<file path="src/rtl/tt_response_checker_pkg.sv">
// Shared types and constants for the full-adder truth-table response checker.
// No logic: state encoding, table defaults, widths and an index decoder.
// Imported by the interface, the coverage tracker and the top level.
package tt_check_pkg;

   localparam int NUM_VEC = 8;
   localparam int IDX_W   = 3;
   localparam int CNT_W   = 4;

   // Default expected tables: x is the full-adder sum, y is the carry.
   localparam logic [NUM_VEC-1:0] EXP_X_DEF = 8'h96;
   localparam logic [NUM_VEC-1:0] EXP_Y_DEF = 8'hE8;

   localparam logic [CNT_W-1:0] CNT_MAX = '1;

   typedef enum logic [1:0] {
      IDLE = 2'd0,
      RUN  = 2'd1,
      DONE = 2'd2
   } state_e;

   // One-hot decode of a vector index into a coverage mask.
   function automatic logic [NUM_VEC-1:0] idx_onehot(input logic [IDX_W-1:0] idx);
      logic [NUM_VEC-1:0] m;
      m      = '0;
      m[idx] = 1'b1;
      return m;
   endfunction

endpackage

</file>
<file path="src/rtl/tt_response_checker_cov_tracker.sv">
// Coverage mask, saturating mismatch counter and first-failure capture.
// Results update at the accepting edge, visible the following cycle.
// No backpressure of its own; the caller qualifies beats with acc_i.
module tt_cov_tracker
   import tt_check_pkg::*;
(
   input  logic               clk,
   input  logic               reset,
   input  logic               clear_i,
   input  logic               acc_i,
   input  logic [IDX_W-1:0]   idx_i,
   input  logic               fail_i,
   output logic [NUM_VEC-1:0] covered_o,
   output logic [CNT_W-1:0]   mismatch_count_o,
   output logic [IDX_W-1:0]   first_fail_vec_o,
   output logic               first_fail_valid_o
);

   logic [NUM_VEC-1:0] covered_q, covered_d;
   logic [CNT_W-1:0]   cnt_q, cnt_d;
   logic [IDX_W-1:0]   ffv_q, ffv_d;
   logic               ffval_q, ffval_d;

   // Next-state: a start clears everything; an accepted beat marks coverage
   // and, if failing, bumps the count and latches only the first failing index.
   always_comb begin
      covered_d = covered_q;
      cnt_d     = cnt_q;
      ffv_d     = ffv_q;
      ffval_d   = ffval_q;
      if (clear_i) begin
         covered_d = '0;
         cnt_d     = '0;
         ffv_d     = '0;
         ffval_d   = 1'b0;
      end else if (acc_i) begin
         covered_d = covered_q | idx_onehot(idx_i);
         if (fail_i) begin
            if (cnt_q != CNT_MAX) cnt_d = cnt_q + 1'b1;
            if (!ffval_q) begin
               ffv_d   = idx_i;
               ffval_d = 1'b1;
            end
         end
      end
   end

   // Result registers; reset wins over any beat in the same cycle.
   always_ff @(posedge clk) begin
      if (reset) begin
         covered_q <= '0;
         cnt_q     <= '0;
         ffv_q     <= '0;
         ffval_q   <= 1'b0;
      end else begin
         covered_q <= covered_d;
         cnt_q     <= cnt_d;
         ffv_q     <= ffv_d;
         ffval_q   <= ffval_d;
      end
   end

   assign covered_o          = covered_q;
   assign mismatch_count_o   = cnt_q;
   assign first_fail_vec_o   = ffv_q;
   assign first_fail_valid_o = ffval_q;

endmodule

</file>
<file path="config.mk">
export PLATFORM = sky130hd
export DESIGN_NAME = tt_cov_tracker
export DESIGN_NICKNAME = d
export VERILOG_FILES = /design/src/rtl/tt_response_checker_pkg.sv /design/src/rtl/tt_response_checker_cov_tracker.sv
export SDC_FILE = /design/constraint.sdc
export NUM_CORES = 1
export LEC_CHECK = 0
export ABC_CLOCK_PERIOD_IN_PS = 3630
export CORE_MARGIN = 2
export CORE_UTILIZATION = 43
export DETAILED_ROUTE_END_ITERATION = 16
export GPL_TIMING_DRIVEN = 0
export PLACE_DENSITY = 0.79
export SLEW_MARGIN = 0
export SYNTH_ARGS = -nofsm -noshare
export SYNTH_HDL_FRONTEND = slang
export SYNTH_SLANG_ARGS = --single-unit
</file>
<file path="constraint.sdc">
create_clock -name clk -period 3.63 [get_ports clk]
set_clock_uncertainty 0.1 [all_clocks]
set_input_delay 0.726 -clock clk [delete_from_list [all_inputs] [get_ports clk]]
set_output_delay 0.726 -clock clk [all_outputs]
set_load 0.005 [all_outputs]
</file>
# Word level (Yosys, flattened, before mapping)
# Cells that the tools add are included.
dict set report totals {
  elab_cells 17
  ff_bits 16
  out_inout_bits 16
  inputBits 8
}
dict set report classes {
  n_reduce_logical 5
  muxes 2
  n_addsub 1
  n_eq_ne 1
  order_cmp 2
  bitwise 2
}
# op n
set ops {}
lappend ops {{bitwise OR 8 bit} 1}
lappend ops {{AND reduction 3 bit} 2}
lappend ops {{adder 4 x 1 -> 4 bit (second input constant)} 1}
lappend ops {{less-than comparator 3 x 4 -> 1 bit (second input constant)} 1}
lappend ops {{inequality test 4 bit (second input constant)} 1}
lappend ops {{demux 1 bit (select 3 bit)} 1}
lappend ops {{greater-or-equal comparator 3 x 1 -> 1 bit (second input constant)} 1}
lappend ops {{AND reduction 2 bit} 1}
lappend ops {{OR reduction 2 bit} 1}
lappend ops {{logical AND 1 bit} 1}
lappend ops {{two-way mux 1 bit} 1}
lappend ops {{NOT 1 bit} 1}

# Longest topological paths before layout
# Gate-level depths: netlist (run 1).
dict set report depth {
  ltp_word 5
  mapped_depth 4
  ltp_nobuf 4
}

# Worst setup path before layout (run 1)
# No wires, ideal clock.
dict set report synth_path {
  kind {input port to flip-flop}
  start {in clear_i}
  end {reg covered_q[7] (netlist: covered_o[7])}
  t_arrival_ns 1.407
  slack_ns 2.058
  cell_stages 4
  setup_time_ns 0.065
  n_path_buf 2
  required_time_ns 3.465
  path_cell_list {or2_2 > clkbuf_1 > buf_2 > nor2_1}
}
dict set report synth_via {
  elab_chain_len 1
}
# element line_no
set synth_lines {}
lappend synth_lines {{start, declared} tt_response_checker_cov_tracker.sv:9} ;# input logic clear_i,
lappend synth_lines {{OR reduction 2 bit (no line)} n/a}
lappend synth_lines {{end signal, assigned} tt_response_checker_cov_tracker.sv:56} ;# covered_q <= covered_d;
lappend synth_lines {{end, declared} tt_response_checker_cov_tracker.sv:19} ;# logic [NUM_VEC-1:0] covered_q, covered_d;
# Every way passes these cells.
# A chain may end at the register's enable or synchronous reset.

# Worst setup path after layout (run 1)
dict set report layout_path {
  start {reg cnt_q[0] (netlist: mismatch_count_o[0])}
  end {out mismatch_count_o[0]}
}
# element line_no
set layout_lines {}
lappend layout_lines {{start, declared} tt_response_checker_cov_tracker.sv:20} ;# logic [CNT_W-1:0] cnt_q, cnt_d;
lappend layout_lines {{start signal, assigned} tt_response_checker_cov_tracker.sv:57} ;# cnt_q <= cnt_d;
lappend layout_lines {{end, declared} tt_response_checker_cov_tracker.sv:14} ;# output logic [CNT_W-1:0] mismatch_count_o,
# No word-level cell between the ends.

==> results.md, run 1 <==
- Status: complete, no violations
- Chip height: 41.5 um
- Vias after detailed routing: 576
- Sequential share of power: 59.9%
- Setup bufs post-CTS: 0
- Post-DRT Antenna Nets: 0
- Crit path max fanout: 6
- Setup Viol. Count Final: 0
- CTS tree: done
- Reg clk slew, reported paths: 0.08 ns
- Min Tclk post-route: 2.04 ns
- Synth cell types: 21
- Critical path endpoint category: output port
- Worst-Margin Slew: 0.300 ns
- Cell family with most CP delay: buffers and inverters
- Leak Pwr: 0.320 nW
- Cell taking the most area after synthesis: dfxtp_1
- Hold Vio Cnt, Final: 0
- Slowest cell on the critical path: clkdlybuf4s50_1
- Die area: 0.00172 sq mm
- Drt total wl: 1.23 mm
- Largest cells by area after synthesis: dfxtp_1 (53%), nor2_1 (8.7%), a21oi_1 (5.0%), mux2i_1 (5.0%), a31oi_1 (4.1%)
- Initial Utilization: 46.3%
- # clock sinks: 16
- Root Driver: clkbuf_4
- Critical path depth: 1
- Setup TNS: 0 ns
- Slew margin rel.: 80.0%
- CTS Hold Bufs: 0
- Ports: 24
- PD cells: 343 mW/mm^2
- CP arrival: 1.22 ns
- Post-layout nets: 103
- Grt ovf: 0
- Row Count: 13
- Die width: 41.5 um
- CP Launch Type: register
- Final Slew Violations: 0
- Critical path origin: mismatch_count_o[0]$_SDFFE_PP0P_
- Vias in the first global route: 535
- DRC violation count after routing: 0
- Worst hold slack: 0.372 ns
- Storage element area: 320 sq um
- Multi-input gate area: 274 sq um
- TritonCTS Buffers: 3
- Mapped Avg Cell Area: 9.14 sq um
- Async set-or-reset flop fraction in the synthesized netlist: 0%
- Post-synthesis cell count: 66
- Fillers: 112
- Syn nets: 75
- Crit path buf inv count: 1
- RSZ-0062 raised after global routing: false
- Sw frac: 22.0%
- Crit-path cells: clkdlybuf4s50_1
- Synth warn: 0
- Placer Congestion: 0.759
- Critical Path Sink: mismatch_count_o[0]
- Max stage delay on crit path: 0.53 ns
- Min-Delay Path Depth: 2
- Core ar.: 0.00130 sq mm
- CTS max path bufs: 2
- First-pass DRT Iterations: 4
- H-tree Lvls: 1
- Post_cts resized: 0
- Initial antenna violation count: 0
- Period utilization: 56.3%
- Ys flop type: dfxtp_1
- Most frequent cells after synthesis: dfxtp_1 (16), nor2_1 (14), a21oi_1 (6)
- Combinational share of power: 10.9%
- First-pass GRT wire length: 2.21 mm
- # port buffers: 23
- MaxCap Viol Count: 0
- Share of cells above drive strength 1: 6.52%
- Reg2Reg Launch Point: mismatch_count_o[0]$_SDFFE_PP0P_
- Starting DRT DRC Count: 11
- Clock Latency Late Sink: 0.27 ns
- Avg Vias per Cell: 5.38
- Post-Synthesis Cell Area: 603 sq um
- Pint: 0.234 mW
- R2r setup slk: 2.20 ns
- Top-count cell post-synth: dfxtp_1
- WS Path Type: register to output port
- # diodes: 0
- Worst R2R Path Depth: 4
- WP data required: 2.80 ns
- Maximum vdd drop: 0.249 mV
- Worst hold path class: register to register
- Net Sw Power: 0.0660 mW
- Routed len/inst: 11.5 um
- Largest net degree at the start of global routing: 11
- Yosys reg bits: 16
- Max frequency: 0.490 GHz
- EDFF count, synth: 0
- Synth-to-layout area growth: 45.0%
- Total Routing Usage GR: 16.1%
- Yosys top cell area share: 53.1%
- Reg-to-Reg End: mismatch_count_o[0]$_SDFFE_PP0P_
- Seq/Total Area, Yosys: 53.1%
- Clk pwr share: 29.2%
- DPL Wire Length: 934 um
-- per-stage QoR --
| stage | utilization (%) | instance area, sq um | worst slack [ns] | power, mW | instances |
|---|---|---|---|---|---|
| after global placement | 65.5 | 852 | 1.49 | 0.216 | 104 |
| after CTS | 67.2 | 875 | 1.57 | 0.305 | 107 |
| after global routing | 67.2 | 875 | 1.53 | 0.313 | 107 |
| after floorplan | - | 603 | 2.06 | 0.198 | 66 |
| after detailed placement | 65.5 | 852 | 1.47 | 0.217 | 104 |
| final | 67.2 | 875 | 1.59 | 0.300 | 107 |
-- state kept, by name, indices dropped and copies added, names as in the netlist --
| name | cells |
|---|---|
| covered_o | 8 |
| first_fail_valid_o | 1 |
| first_fail_vec_o | 3 |
| mismatch_count_o | 4 |
-- cell type report --
class / instances / share of cell area, %
Buffer: 2 / 1.00
Tap cell: 15 / 2.15
Sequential cell: 16 / 36.6
Timing Repair Buffer: 23 / 26.3
Multi-Input combinational cell: 48 / 31.3
Clock buffer: 3 / 2.58
-- worst min path at each step --
stage | start | endpoint
global placement | covered_o[4]$_SDFFE_PP0P_ | covered_o[4]$_SDFFE_PP0P_
global route | covered_o[3]$_SDFFE_PP0P_ | covered_o[3]$_SDFFE_PP0P_
CTS | covered_o[3]$_SDFFE_PP0P_ | covered_o[3]$_SDFFE_PP0P_
finish | covered_o[3]$_SDFFE_PP0P_ | covered_o[3]$_SDFFE_PP0P_
floorplan | covered_o[0]$_SDFFE_PP0P_ | covered_o[0]$_SDFFE_PP0P_
detailed placement | covered_o[3]$_SDFFE_PP0P_ | covered_o[3]$_SDFFE_PP0P_
-- cell families (layout without fill, tap and decap cells) --
| family | count (synthesis) | in the layout | synth area share, % |
|---|---|---|---|
| adder cells (fa/ha/maj) | 1 | 1 | 2.07 |
| flip-flops | 16 | 16 | 53.1 |
| buffers and inverters | 2 | 28 | 1.45 |
| multiplexers | 3 | 3 | 4.98 |
| AND/OR/NAND/NOR | 29 | 29 | 23.4 |
| AO/OA/AOI/OAI | 15 | 15 | 14.9 |
-- worst min-delay path, stage by stage, from the launching register on --
cell     delay [ns]
dfxtp_1        0.33
a31oi_1        0.04
nor2_1         0.07
-- routing by layer --
| metal | global-route usage [%] | vias to the layer above | wire [um] |
|---|---|---|---|
| met5 | 0 | - | 0 |
| li1 | - | 288 | - |
| met1 | 19.8 | 264 | 571 |
| met2 | 25.9 | 24 | 545 |
| met4 | 5.81 | 0 | 0 |
| met3 | 5.65 | 0 | 111 |
-- power groups by stage --
stage	Combinational, mW	Clock (mW)	Sequential (mW)
CTS	0.0329	0.0919	0.180
global route	0.0363	0.0966	0.180
global placement	0.0322	0	0.184
floorplan	0.0134	0	0.184
detailed placement	0.0328	0	0.184
finish	0.0328	0.0876	0.180
-- layout by cell type (no fill, tap or decap) --
master,count
and3_1,1
a31oi_1,4
and2_1,1
mux2i_1,3
nand3b_1,2
buf_2,1
clkbuf_4,3
nor2b_1,3
a41oi_1,2
or3_1,1
nand3_1,1
o21ai_0,2
nand2_1,1
a211oi_1,1
clkbuf_1,1
clkdlybuf4s50_1,23
nor3_1,3
ha_1,1
dfxtp_1,16
a21oi_1,6
nand2_2,1
or2_2,1
nor2_1,14
Power figures use the tool's default switching activity.
==> run 2, diff against run 1 <==
--- a/config.mk
+++ b/config.mk
@@ -5,12 +5,12 @@
 export SDC_FILE = /design/constraint.sdc
 export NUM_CORES = 1
 export LEC_CHECK = 0
-export ABC_CLOCK_PERIOD_IN_PS = 3630
+export ABC_CLOCK_PERIOD_IN_PS = 1800
 export CORE_MARGIN = 2
-export CORE_UTILIZATION = 43
+export CORE_UTILIZATION = 36
 export DETAILED_ROUTE_END_ITERATION = 16
 export GPL_TIMING_DRIVEN = 0
-export PLACE_DENSITY = 0.79
+export PLACE_DENSITY = 0.71
 export SLEW_MARGIN = 0
 export SYNTH_ARGS = -nofsm -noshare
 export SYNTH_HDL_FRONTEND = slang
==> constraint.sdc (replaced) <==
create_clock -name clk -period 1.8 [get_ports clk]
set_clock_uncertainty 0.1 [all_clocks]
set_input_delay 0.36 -clock clk [delete_from_list [all_inputs] [get_ports clk]]
set_output_delay 0.36 -clock clk [all_outputs]
set_load 0.005 [all_outputs]
==> results.md, run 2 (same netlist as run 1, synthesis figures left out) <==
- Max reg flops: 8 (unchanged)
- Largest net degree at the start of global routing: 11 (unchanged)
- Critical path depth: 1 (unchanged)
- Chip height: 44.9 um (+8.4%)
- Initial antenna violation count: 0 (unchanged)
- CTS tree: done
- Max frequency: 0.591 GHz
- First-pass GRT wire length: 2.12 mm (-4.3%)
- Critical Path Sink: mismatch_count_o[2]
- Clock Latency Late Sink: 0.28 ns (about the same)
- MaxCap Viol Count: 0 (unchanged)
- TritonCTS Buffers: 3 (unchanged)
- Share of cells above drive strength 1: 6.52% (unchanged)
- Met3 Track Usage GR: 4.80% (-0.85 points)
- Slew margin rel.: 80.5% (+0.48 points)
- CP Launch Type: register
- Root Driver: clkbuf_4
- Post_cts resized: 0 (unchanged)
- Ports: 24 (unchanged)
- CP arrival: 1.23 ns (about the same)
- Hold Vio Cnt, Final: 0 (unchanged)
- Crit-path cells: clkdlybuf4s50_1
- Die width: 44.9 um (+8.4%)
- Cell family with most CP delay: buffers and inverters
- Setup bufs post-CTS: 0 (unchanged)
- Post-DRT Antenna Nets: 0 (unchanged)
- Period utilization: 94.1%
- Critical path endpoint category: output port
- WP data required: 1.34 ns (-1.46 ns)
- Max stage delay on crit path: 0.53 ns (about the same)
- H-tree Lvls: 1 (unchanged)
- RSZ-0062 raised after global routing: false
- Commonest non-fill, non-tap cells in the layout: clkdlybuf4s50_1 (23), dfxtp_1 (16), nor2_1 (14), a21oi_1 (6), a31oi_1 (4)
- # port buffers: 23 (unchanged)
- Drt total wl: 1.31 mm (+6.4%)
- Post-Place Cells: 105 (+0.96%)
- Non-Filler Instances: 108 (+0.93%)
- Final Slew Violations: 0 (unchanged)
- Global-route track usage on met2: 23.4% (-2.5 points)
- Most common cell after layout, fill and taps aside: clkdlybuf4s50_1
- # diodes: 0 (unchanged)
- CTS Hold Bufs: 0 (unchanged)
- Starting DRT DRC Count: 2 (-9)
- Total Routing Usage GR: 14.4% (-1.7 points)
- Vias after detailed routing: 560 (-2.8%)
- Worst R2R Path Depth: 4 (unchanged)
- Slowest cell on the critical path: clkdlybuf4s50_1
- Worst hold slack: 0.380 ns (+0.00879 ns)
- R2r setup slk: 0.35 ns (-1.85 ns)
- Reg2Reg Launch Point: mismatch_count_o[0]$_SDFFE_PP0P_
- Setup Viol. Count Final: 0 (unchanged)
- Row Count: 14 (+1)
- Vias in the first global route: 545 (+1.9%)
- M1 GR Usage: 16.0% (-3.9 points)
- Routed len/inst: 12.1 um (+5.4%)
- Avg Vias per Cell: 5.19 (-3.7%)
- Core ar.: 0.00154 sq mm (+18%)
- Placer Congestion: 0.782 (+3.0%)
- Maximum vdd drop: 0.498 mV (+100%)
- Worst hold path class: register to register
- Setup TNS: 0 ns (unchanged)
- CTS max path bufs: 2 (unchanged)
- First-pass DRT Iterations: 2 (-2)
- Synth-to-layout area growth: 45.2%
- DRC violation count after routing: 0 (unchanged)
- DPL Wire Length: 1.02 mm (+9.3%)
- Grt ovf: 0 (unchanged)
- Initial Utilization: 39.1% (-7.2 points)
- Crit path max fanout: 6 (unchanged)
- Crit path buf inv count: 1 (unchanged)
- WS Path Type: register to output port
- Die area: 0.00202 sq mm (+17%)
- PD cells: 697 mW/mm^2 (+100%)
- GRT busiest layer: met2
- Leak Pwr: 0.320 nW (unchanged)
- Min Tclk post-route: 1.69 ns
- Critical path origin: mismatch_count_o[2]$_SDFFE_PP0P_
- # clock sinks: 16 (unchanged)
- Reg clk slew, reported paths: 0.09 ns (about the same)
- Status: complete, no violations
- Post-layout nets: 103 (unchanged)
- Reg-to-Reg End: mismatch_count_o[0]$_SDFFE_PP0P_
- Worst-Margin Slew: 0.293 ns (-0.00718 ns)
## run 2: cell counts in the layout (fill, tap and decap cells not counted)
No cell type changed its count.
## run 2: worst min path at each step
stage | from | end | slack (ns) | cells past startpoint
after global routing | covered_o[3]$_SDFFE_PP0P_ | covered_o[3]$_SDFFE_PP0P_ | 0.41 | 2
final | covered_o[6]$_SDFFE_PP0P_ | covered_o[6]$_SDFFE_PP0P_ | 0.38 | 2
after CTS | covered_o[6]$_SDFFE_PP0P_ | covered_o[6]$_SDFFE_PP0P_ | 0.38 | 2
after floorplan | covered_o[0]$_SDFFE_PP0P_ | covered_o[0]$_SDFFE_PP0P_ | 0.36 | 2
after detailed placement | covered_o[1]$_SDFFE_PP0P_ | covered_o[1]$_SDFFE_PP0P_ | 0.36 | 2
after global placement | covered_o[5]$_SDFFE_PP0P_ | covered_o[5]$_SDFFE_PP0P_ | 0.35 | 2
## run 2: layout make-up
cell class,count,area (sq um)
fill,161,666
timing repair buffer,23,230
buffer,2,8.76
clock buffer,3,22.5
multi-input combinational,48,274
tap,16,20.0
sequential,16,320
## run 2: power breakdown
group | leakage [nW] | total (mW) | internal, mW | switching [mW]
registers | 0.129 | 0.363 | 0.359 | 0.00371
logic | 0.177 | 0.0652 | 0.0357 | 0.0295
clock network | 0.0138 | 0.182 | 0.0776 | 0.105
## run 2: metrics by stage
stage | worst slack [ns] | util [%] | area, sq um | total power [mW]
after floorplan | 0.450 | - | 603 | 0.399
after CTS | 0.0977 | 56.8 | 876 | 0.626
after detailed placement | -0.0149 | 55.4 | 853 | 0.437
final | 0.107 | 56.8 | 876 | 0.611
after global placement | 0.0181 | 55.4 | 853 | 0.437
after global routing | 0.0375 | 56.8 | 876 | 0.640
## run 2: per-layer routing
| metal | vias to the layer above | part of all wire [%] |
|---|---|---|
| met1 | 255 | 45 |
| met2 | 19 | 48 |
| met3 | 0 | 6.7 |
| met5 | - | 0 |
| li1 | 286 | - |
| met4 | 0 | 0 |
==> run 3, diff against run 2 <==
--- a/config.mk
+++ b/config.mk
@@ -11,6 +11,7 @@
 export DETAILED_ROUTE_END_ITERATION = 16
 export GPL_TIMING_DRIVEN = 0
 export PLACE_DENSITY = 0.71
+export SETUP_SLACK_MARGIN = 0.4
 export SLEW_MARGIN = 0
 export SYNTH_ARGS = -nofsm -noshare
 export SYNTH_HDL_FRONTEND = slang
==> results.md, run 3 (same netlist as run 1, synthesis figures left out) <==
- Status: complete, no violations
- Post-layout nets: 108 (+4.9%)
- Total Routing Usage GR: 15.6% (+1.2 points)
- Critical path endpoint category: register
- Hold Vio Cnt, Final: 0 (unchanged)
- Row Count: 14 (unchanged)
- Max reg flops: 8 (unchanged)
- Post-layout util: 62.0% (+5.2 points)
- Starting DRT DRC Count: 4 (+2)
- WP data required: 1.91 ns (+0.57 ns)
- Sw frac: 22.5% (-0.085 points)
- Largest net degree at the start of global routing: 11 (unchanged)
- Max frequency: 0.705 GHz (+19%)
- Post-DRT Antenna Nets: 0 (unchanged)
- Worst-Margin Slew: 0.301 ns (+0.00754 ns)
- Chip height: 44.9 um (unchanged)
- Ports: 24 (unchanged)
- MaxCap Viol Count: 0 (unchanged)
- H-tree Lvls: 1 (unchanged)
- PD cells: 637 mW/mm^2 (-8.6%)
- DRC violation count after routing: 0 (unchanged)
- Vias in the first global route: 606 (+11%)
- Initial antenna violation count: 0 (unchanged)
- Die area: 0.00202 sq mm (unchanged)
- Combinational share of power: 11.4% (+0.7 points)
- Critical Path Sink: mismatch_count_o[0]$_SDFFE_PP0P_
- Die width: 44.9 um (unchanged)
- CP Launch Type: register
- Root Driver: clkbuf_4
- Synth-to-layout area growth: 58.5%
- Worst hold path class: register to register
- Slew margin rel.: 80.0% (-0.50 points)
- Non-Filler Instances: 113 (+4.6%)
- Min Tclk post-route: 1.42 ns (-0.275 ns)
- Net Sw Power: 0.137 mW (-0.59%)
- CTS tree: done
- Period utilization: 78.8% (-15 points)
- Post-Place Cells: 105 (unchanged)
- Vias after detailed routing: 587 (+4.8%)
- Clock Latency Late Sink: 0.28 ns (about the same)
- Slowest cell on the critical path: dfxtp_2
- # port buffers: 23 (unchanged)
- Avg Vias per Cell: 5.19 (+0.18%)
- Fin worst setup slack: 0.381 ns (+0.275 ns)
- CTS Hold Bufs: 0 (unchanged)
- Reg-to-Reg End: mismatch_count_o[0]$_SDFFE_PP0P_
- Placer Congestion: 0.782 (unchanged)
- Reg clk slew, reported paths: 0.09 ns (about the same)
- Clk pwr share: 29.5% (-0.4 points)
- Grt ovf: 0 (unchanged)
- Drt total wl: 1.43 mm (+9.6%)
- Setup WS pre-CTS: -0.0149 ns (unchanged)
- CTS max path bufs: 2 (unchanged)
- First-pass DRT Iterations: 3 (+1)
- Crit path max fanout: 4 (-2)
- Critical path origin: mismatch_count_o[1]$_SDFFE_PP0P_
- Initial Utilization: 39.1% (unchanged)
- Pint: 0.472 mW (-0.10%)
- Setup Viol. Count Final: 0 (unchanged)
- Maximum vdd drop: 0.515 mV (+3.3%)
- Share of cells above drive strength 1: 32.0% (+25 points)
- RSZ-0062 raised after global routing: true
- First-pass GRT wire length: 2.28 mm (+7.8%)
- Reg2Reg Launch Point: mismatch_count_o[1]$_SDFFE_PP0P_
- Worst R2R Path Depth: 5 (+1)
- TritonCTS Buffers: 3 (unchanged)
- WS Path Type: register to register
- Final Slew Violations: 0 (unchanged)
- # diodes: 0 (unchanged)
- Most common cell after layout, fill and taps aside: dlygate4sd2_1
- Leak Pwr: 0.449 nW (+40%)
- Sequential share of power: 59.1% (-0.4 points)
- Commonest non-fill, non-tap cells in the layout: dlygate4sd2_1 (16), nor2_1 (13), dfxtp_2 (13), a21oi_1 (6), clkdlybuf4s50_1 (6)
- Crit-path cells: buf_4, ha_4, and3_4, or3_1, a21oi_1
- DPL Wire Length: 1.02 mm (unchanged)
- Routed len/inst: 12.7 um (+4.8%)
- Core ar.: 0.00154 sq mm (unchanged)
- Max stage delay on crit path: 0.32 ns (-0.21 ns)
- R2r setup slk: 0.38 ns (+0.03 ns)
- # clock sinks: 16 (unchanged)
- CP arrival: 1.53 ns (+0.30 ns)
==> run 3: cell types whose count changed in the layout (fill, tap and decap cells not counted), sizes merged <==
cell,delta
dlygate4sd2,+16
buf,+5
dlymetal6s2s,+1
clkdlybuf4s50,-17
==> run 3: metal layers <==
| layer | GRT usage (%) | part of all wire (%) |
|---|---|---|
| met1 | 15.8 | 41 |
| met2 | 27.1 | 52 |
| met3 | 4.80 | 7.1 |
| met4 | 10.6 | 0 |
| met5 | 0 | 0 |
==> run 3: stage by stage <==
stage | hold slack (ns) | setup TNS (ns) | cell area, sq um | power [mW]
2_1_floorplan | 0.360 | 0 | 603 | 0.399
3_3_place_gp | 0.349 | 0 | 853 | 0.437
3_5_place_dp | 0.359 | -0.0149 | 853 | 0.437
4_1_cts | 0.365 | 0 | 942 | 0.624
5_1_grt | 0.401 | 0 | 956 | 0.637
6_report | 0.360 | 0 | 956 | 0.609
==> run 3: power groups by stage <==
| stage | Combinational [mW] | Clock (mW) | Sequential (mW) |
|---|---|---|---|
| floorplan | 0.0269 | 0 | 0.372 |
| global placement | 0.0653 | 0 | 0.371 |
| detailed placement | 0.0660 | 0 | 0.371 |
| CTS | 0.0670 | 0.196 | 0.360 |
| global route | 0.0765 | 0.200 | 0.361 |
| finish | 0.0694 | 0.180 | 0.360 |
==> run 3: worst max-delay path: cells and delay by family (launching register included) <==
family | cells | cell delay, ns
compound gates | 1 | 0.13
fa+ha+maj | 1 | 0.17
buf+inv | 1 | 0.14
flops | 1 | 0.32
simple gates | 2 | 0.49
==> run 3: how the worst min path moves through the flow <==
stage               slack (ns)  cells past startpoint                        end                      start
finish                    0.36                      2  covered_o[0]$_SDFFE_PP0P_  covered_o[0]$_SDFFE_PP0P_
global route              0.40                      2  covered_o[3]$_SDFFE_PP0P_  covered_o[3]$_SDFFE_PP0P_
CTS                       0.36                      2  covered_o[6]$_SDFFE_PP0P_  covered_o[6]$_SDFFE_PP0P_
detailed placement        0.36                      2  covered_o[1]$_SDFFE_PP0P_  covered_o[1]$_SDFFE_PP0P_
global placement          0.35                      2  covered_o[5]$_SDFFE_PP0P_  covered_o[5]$_SDFFE_PP0P_
floorplan                 0.36                      2  covered_o[0]$_SDFFE_PP0P_  covered_o[0]$_SDFFE_PP0P_
==> run 3: what timing repair did <==
| action | 4_1_cts | 5_1_grt |
|---|---|---|
| pin swaps | 1 | 0 |
| setup buffers | 5 | 0 |
| endpoints found under the setup margin | 28 | 13 |
| endpoints found under the hold margin | 0 | 0 |
| gates resized for setup | 39 | 6 |
| cloned | 0 | 0 |
==> run 3: layout make-up <==
cell class	instances	area, sq um
clock buffer	3	22.5
timing repair buffer	28	254
multi-input combinational	48	297
sequential	16	344
buffer	2	18.8
fill	164	586
tap	16	20.0
